$ cat config.mk
export PLATFORM = sky130hd
export DESIGN_NAME = fall_monitor_flat
export DESIGN_NICKNAME = d
export VERILOG_FILES = /design/src/rtl/fall_monitor_if.sv /design/src/rtl/fall_monitor.sv /design/src/flat_wrapper.sv
export SDC_FILE = /design/constraint.sdc
export NUM_CORES = 1
export LEC_CHECK = 0
export CAP_MARGIN = 20
export CORE_MARGIN = 8
export CORE_UTILIZATION = 40
export DETAILED_ROUTE_END_ITERATION = 10
export PLACE_DENSITY = 0.73
export SLEW_MARGIN = 15
export SYNTH_ARGS = -nofsm -noshare
export SYNTH_HDL_FRONTEND = slang
export SYNTH_SLANG_ARGS = --single-unit
$ cat constraint.sdc
create_clock -name clk -period 3.9 [get_ports clk]
set_input_delay 0.78 -clock clk [delete_from_list [all_inputs] [get_ports clk]]
set_output_delay 0.78 -clock clk [all_outputs]
set_load 0.02 [all_outputs]
$ cat src/rtl/fall_monitor_if.sv
// Sample/alarm bundle between the accelerometer front end and the fall monitor.
// The front end drives samples and acknowledge; the monitor returns its status.
interface fall_monitor_if #(
  parameter int DATA_W  = 32,
  parameter int COUNT_W = 8
);
  logic [DATA_W-1:0]  smv_in;
  logic               smv_valid;
  logic               act_int;
  logic               ack;
  logic               alarm;
  logic               observing;
  logic [1:0]         state_o;
  logic [COUNT_W-1:0] fall_count;

  modport master (
    output smv_in, smv_valid, act_int, ack,
    input  alarm, observing, state_o, fall_count
  );

  modport slave (
    input  smv_in, smv_valid, act_int, ack,
    output alarm, observing, state_o, fall_count
  );
endinterface

$ cat src/rtl/fall_monitor.sv
// Fall detector: N consecutive impact hits, a stillness window, then a latched alarm until ack.
// Optional FALL_MONITOR_ABORT_EN: any activity during the window cancels it immediately.
//
// state   | meaning
// IDLE    | waiting for the first over-threshold sample
// IMPACT  | counting consecutive valid hits
// OBSERVE | stillness window running (prescaler + tick counter)
// ALARM   | fall confirmed, held until ack
module fall_monitor #(
  parameter int                 DATA_W      = 32,
  parameter logic [DATA_W-1:0]  IMPACT_THR  = DATA_W'(32'h6000),
  parameter int                 IMPACT_CNT  = 3,
  parameter int                 TICK_DIV    = 10_000,
  parameter int                 STILL_TICKS = 5,
  parameter int                 COUNT_W     = 8
) (
  input  logic          clk,
  input  logic          reset,
  fall_monitor_if.slave bus
);

  localparam int PRE_W = $clog2(TICK_DIV);

  typedef enum logic [1:0] {
    ST_IDLE    = 2'd0,
    ST_IMPACT  = 2'd1,
    ST_OBSERVE = 2'd2,
    ST_ALARM   = 2'd3
  } state_t;

  state_t             r_state;
  state_t             w_next;
  logic [3:0]         r_hit_cnt;
  logic [PRE_W-1:0]   r_pre;
  logic [7:0]         r_tick;
  logic [COUNT_W-1:0] r_fall_cnt;

  logic w_hit;
  logic w_pre_tc;
  logic w_final;
  logic w_last_hit;

  assign w_hit      = bus.smv_valid && (bus.smv_in > IMPACT_THR);
  assign w_pre_tc   = (r_pre == PRE_W'(TICK_DIV - 1));
  assign w_final    = w_pre_tc && (r_tick == 8'(STILL_TICKS - 1));
  assign w_last_hit = ((r_hit_cnt + 4'd1) == 4'(IMPACT_CNT));

  always_ff @(posedge clk) begin
    if (reset) r_state <= ST_IDLE;
    else       r_state <= w_next;
  end

  always_comb begin
    w_next = r_state;
    case (r_state)
      ST_IDLE: begin
        if (w_hit) w_next = (IMPACT_CNT == 1) ? ST_OBSERVE : ST_IMPACT;
      end
      ST_IMPACT: begin
        if (bus.smv_valid) begin
          if (!w_hit)          w_next = ST_IDLE;
          else if (w_last_hit) w_next = ST_OBSERVE;
        end
      end
      ST_OBSERVE: begin
`ifdef FALL_MONITOR_ABORT_EN
        if (bus.act_int)  w_next = ST_IDLE;
        else if (w_final) w_next = ST_ALARM;
`else
        if (w_final) w_next = bus.act_int ? ST_IDLE : ST_ALARM;
`endif
      end
      ST_ALARM: begin
        if (bus.ack) w_next = ST_IDLE;
      end
      default: w_next = ST_IDLE;
    endcase
  end

  always_comb begin
    bus.alarm      = (r_state == ST_ALARM);
    bus.observing  = (r_state == ST_OBSERVE);
    bus.state_o    = r_state;
    bus.fall_count = r_fall_cnt;
  end

  // Window counters stay at zero outside OBSERVE, so entry always starts a fresh window.
  always_ff @(posedge clk) begin
    if (reset) begin
      r_hit_cnt  <= '0;
      r_pre      <= '0;
      r_tick     <= '0;
      r_fall_cnt <= '0;
    end else begin
      case (r_state)
        ST_IDLE:   r_hit_cnt <= w_hit ? 4'd1 : 4'd0;
        ST_IMPACT: if (bus.smv_valid) r_hit_cnt <= w_hit ? r_hit_cnt + 4'd1 : 4'd0;
        default:   r_hit_cnt <= '0;
      endcase

      if (r_state == ST_OBSERVE && w_next == ST_OBSERVE) begin
        if (w_pre_tc) begin
          r_pre  <= '0;
          r_tick <= r_tick + 8'd1;
        end else begin
          r_pre  <= r_pre + PRE_W'(1);
        end
      end else begin
        r_pre  <= '0;
        r_tick <= '0;
      end

      if (r_state == ST_OBSERVE && w_next == ST_ALARM && r_fall_cnt != '1)
        r_fall_cnt <= r_fall_cnt + COUNT_W'(1);
    end
  end

endmodule

$ cat src/flat_wrapper.sv
// flat-port wrapper written by rule: the top's interface ports become plain ports
module fall_monitor_flat 
#(
  parameter int                 DATA_W      = 32,
  parameter logic [DATA_W-1:0]  IMPACT_THR  = DATA_W'(32'h6000),
  parameter int                 IMPACT_CNT  = 3,
  parameter int                 TICK_DIV    = 10_000,
  parameter int                 STILL_TICKS = 5,
  parameter int                 COUNT_W     = 8
)
  (clk, reset, bus_smv_in, bus_smv_valid, bus_act_int, bus_ack, bus_alarm, bus_observing, bus_state_o, bus_fall_count);
  fall_monitor_if #(.DATA_W(DATA_W), .COUNT_W(COUNT_W)) bus_i ();
  input  logic clk;
  input  logic reset;
  input wire logic [$bits(bus_i.smv_in)-1:0] bus_smv_in;
  input wire logic [$bits(bus_i.smv_valid)-1:0] bus_smv_valid;
  input wire logic [$bits(bus_i.act_int)-1:0] bus_act_int;
  input wire logic [$bits(bus_i.ack)-1:0] bus_ack;
  output wire logic [$bits(bus_i.alarm)-1:0] bus_alarm;
  output wire logic [$bits(bus_i.observing)-1:0] bus_observing;
  output wire logic [$bits(bus_i.state_o)-1:0] bus_state_o;
  output wire logic [$bits(bus_i.fall_count)-1:0] bus_fall_count;
  assign bus_i.smv_in = bus_smv_in;
  assign bus_i.smv_valid = bus_smv_valid;
  assign bus_i.act_int = bus_act_int;
  assign bus_i.ack = bus_ack;
  assign bus_alarm = bus_i.alarm;
  assign bus_observing = bus_i.observing;
  assign bus_state_o = bus_i.state_o;
  assign bus_fall_count = bus_i.fall_count;
  fall_monitor #(.DATA_W(DATA_W), .IMPACT_THR(IMPACT_THR), .IMPACT_CNT(IMPACT_CNT), .TICK_DIV(TICK_DIV), .STILL_TICKS(STILL_TICKS), .COUNT_W(COUNT_W)) u_core (.clk(clk), .reset(reset), .bus(bus_i));
endmodule
==> flow_metrics.env <==
export IMPL_outcome="complete, no violations"
export IMPL_place_ws_ps=1360
export IMPL_antennaDiodeCount=0
export IMPL_cts_sinks=36
export IMPL_ant_nets=0
export IMPL_max_cap_viol_count=0
export IMPL_wirelength_mm=4.43
export IMPL_clk_latency_ps=280
export IMPL_synth_seq_area_share_pct=38.1
export IMPL_core_area_mm2=0.00463
export IMPL_yosysWarnings=0
export IMPL_post_drt_wl_per_cell_um=13.3
export IMPL_dr_pass1_iters=4
export IMPL_synthToLayoutAreaGrowth_pct=32.5
export IMPL_hold_buffers=0
export IMPL_final_common_cell="clkdlybuf4s50_1"
export IMPL_rsz0062_at_grt="false"
export IMPL_worstSetupEndpointType="primary output"
export IMPL_r2r_cells=6
export IMPL_cp_endpoint="bus_observing"
export IMPL_yosys_most_used_dff="dfxtp_1"
export IMPL_max_freq_ghz=0.399
export IMPL_cts_tree="done"
export IMPL_max_slew_margin_rel_pct=66.0
export IMPL_async_reset_ff_share_pct=0
export IMPL_via_per_inst=5.21
export IMPL_most_common_layout_cells="48 x clkdlybuf4s50_1, 36 x dfxtp_1, 29 x nor2_1, 20 x nand2_1, 14 x xnor2_1"
export IMPL_synth_area_top_cells="dfxtp_1 38%, xnor2_1 6.5%, nor2_1 5.8%, ha_1 4.0%, nand2_1 4.0%"
export IMPL_drc=0
export IMPL_hp_start="u_core.r_pre[0]"
export IMPL_gr_total_overflow=0
export IMPL_r2r_start="u_core.r_pre[0]"
export IMPL_drive_gt1_share_pct=5.73
export IMPL_cts_max_level=2
export IMPL_postLayoutCoreUtil_pct=54.1
export IMPL_dp_hpwl_mm=3.42
export IMPL_cts_resized=0
export IMPL_critical_path_required_ps=3120
export IMPL_r2r_end="u_core.bus.fall_count[4]"
export IMPL_dr_total_vias=1736
export IMPL_netlist_instances=230
export IMPL_synth_top_area_share_pct=38.1
export IMPL_ff2ff_setup_slack_ps=2030
export IMPL_setup_tns_ps=0
export IMPL_layout_nets=321
export IMPL_report_final_slew_viol_count=0
export IMPL_postSynthAreaPerCell_um2=8.22
export IMPL_gp_congestion=0.805
export IMPL_cp_start_kind="register"
export IMPL_fin_crit_ps=2500
export IMPL_syn_num_nets=273
export IMPL_path_clk_slew_ps=70
export IMPL_die_w_um=84.8
export IMPL_root_buffer="clkbuf_8"
export IMPL_total_power_mw=0.695
export IMPL_fp_dieArea_mm2=0.00718
export IMPL_rows=25
export IMPL_die_h_um=84.8
export IMPL_start_util_pct=40.8
export IMPL_worst_slack_ps=1400
export IMPL_min_period_over_period_pct=64.2
export IMPL_final_setup_skew_ps=6.75
export IMPL_gr_usage_all_layers_pct=12.3
export IMPL_cts_setup_buffers=0
export IMPL_synth_top_area_cell="dfxtp_1"
export IMPL_io_pins=49
export IMPL_ys_seq_elements=36
export IMPL_drt_initial_drc_count=73
export IMPL_powerDensity_mw_per_mm2=277
export IMPL_grt_pass1_vias=1637
export IMPL_path_max_fanout=11
export IMPL_numCtsBuffers=5
export IMPL_tightest_slew_ps=509
export IMPL_antenna_found_initial=0
export IMPL_grt_pass1_wl_mm=7.36
export IMPL_setup_violations=0
export IMPL_startpoint="u_core.bus.state_o[1]"
export IMPL_syn_area_mm2=0.00189
export IMPL_path_class="register to primary output"
export IMPL_holdCritPathClass="register to register"
export IMPL_ir_worst_vdd_mv=0.185
export IMPL_clk_path_buf_depth=2
export IMPL_ys_types=39
export IMPL_synth_edff_count=0
export IMPL_hold_viol_final=0
export IMPL_numPortBuffers=48
export IMPL_cellLeakagePower_nw=0.849
export IMPL_timing_critical_path_arrival_ps=1720
export IMPL_grt_max_degree=14
[worst min path at each step]
stage                       to  cells past startpoint
2_1_floorplan  u_core.r_pre[0]                      1
5_1_grt        u_core.r_pre[0]                      1
4_1_cts        u_core.r_pre[0]                      1
3_5_place_dp   u_core.r_pre[0]                      1
6_report       u_core.r_pre[0]                      1
3_3_place_gp   u_core.r_pre[0]                      1
[registers in the layout (all words and copies together), names as in the netlist]
| name | flops |
|---|---|
| u_core.r_hit_cnt | 4 |
| u_core.r_tick | 8 |
| u_core.bus.state_o | 2 |
| u_core.r_pre | 14 |
| u_core.bus.fall_count | 8 |
[power breakdown]
part / internal [mW] / switching (mW) / total, mW
sequential: 0.369 / 0.00294 / 0.372
clock: 0.141 / 0.129 / 0.269
combinational: 0.0379 / 0.0152 / 0.0532
total: 0.548 / 0.147 / 0.695
[area by class of cell]
| class | count | area, um2 |
|---|---|---|
| Sequential cell | 36 | 721 |
| Multi-Input combinational cell | 178 | 1110 |
| Tap cell | 54 | 67.6 |
| Clock buffer | 6 | 82.6 |
| Fill cell | 431 | 2120 |
| Timing Repair Buffer | 48 | 480 |
| Inverter | 9 | 33.8 |
| Clock inverter | 2 | 10.0 |
[cell families after synthesis]
kind of cell | count (synthesis) | share of synthesized area [%]
AND/OR/NAND/NOR | 121 | 35.3
adder cells (fa/ha/maj) | 6 | 3.97
multiplexers | 1 | 0.529
buffers and inverters | 16 | 3.18
XOR/XNOR | 20 | 9.27
AO/OA/AOI/OAI | 30 | 9.66
flip-flops | 36 | 38.1
[layer usage]
metal | wire (um) | global-route usage (%)
met2 | 2340 | 22.5
met4 | 46 | 3.88
met5 | 0 | 0
met1 | 1920 | 13.3
met3 | 118 | 3.41
[metrics by stage]
stage / hold WS (ps) / cells / instance area, um2
2_1_floorplan: 413 / 230 / 1890
3_3_place_gp: 436 / 325 / 2410
3_5_place_dp: 434 / 325 / 2410
4_1_cts: 450 / 333 / 2500
5_1_grt: 472 / 333 / 2500
6_report: 448 / 333 / 2500
[Yosys cell counts (6+ instances only)]
cell	number
nor4_1	10
nor2_1	29
nand3_1	8
nor2b_1	6
dfxtp_1	36
a21oi_1	12
ha_1	6
or3_1	6
xnor2_1	14
and3_1	9
inv_1	9
xor2_1	6
nand2_1	20
o21ai_0	8
clkbuf_1	7
nor3_1	8
nand4_1	11
[worst max-delay path, cell delays in order, from the launching register on]
cell             delay, ps
dfxtp_1                520
nor2b_1                270
clkdlybuf4s50_1        660
Note: power is estimated with default switching activity, not from simulation.
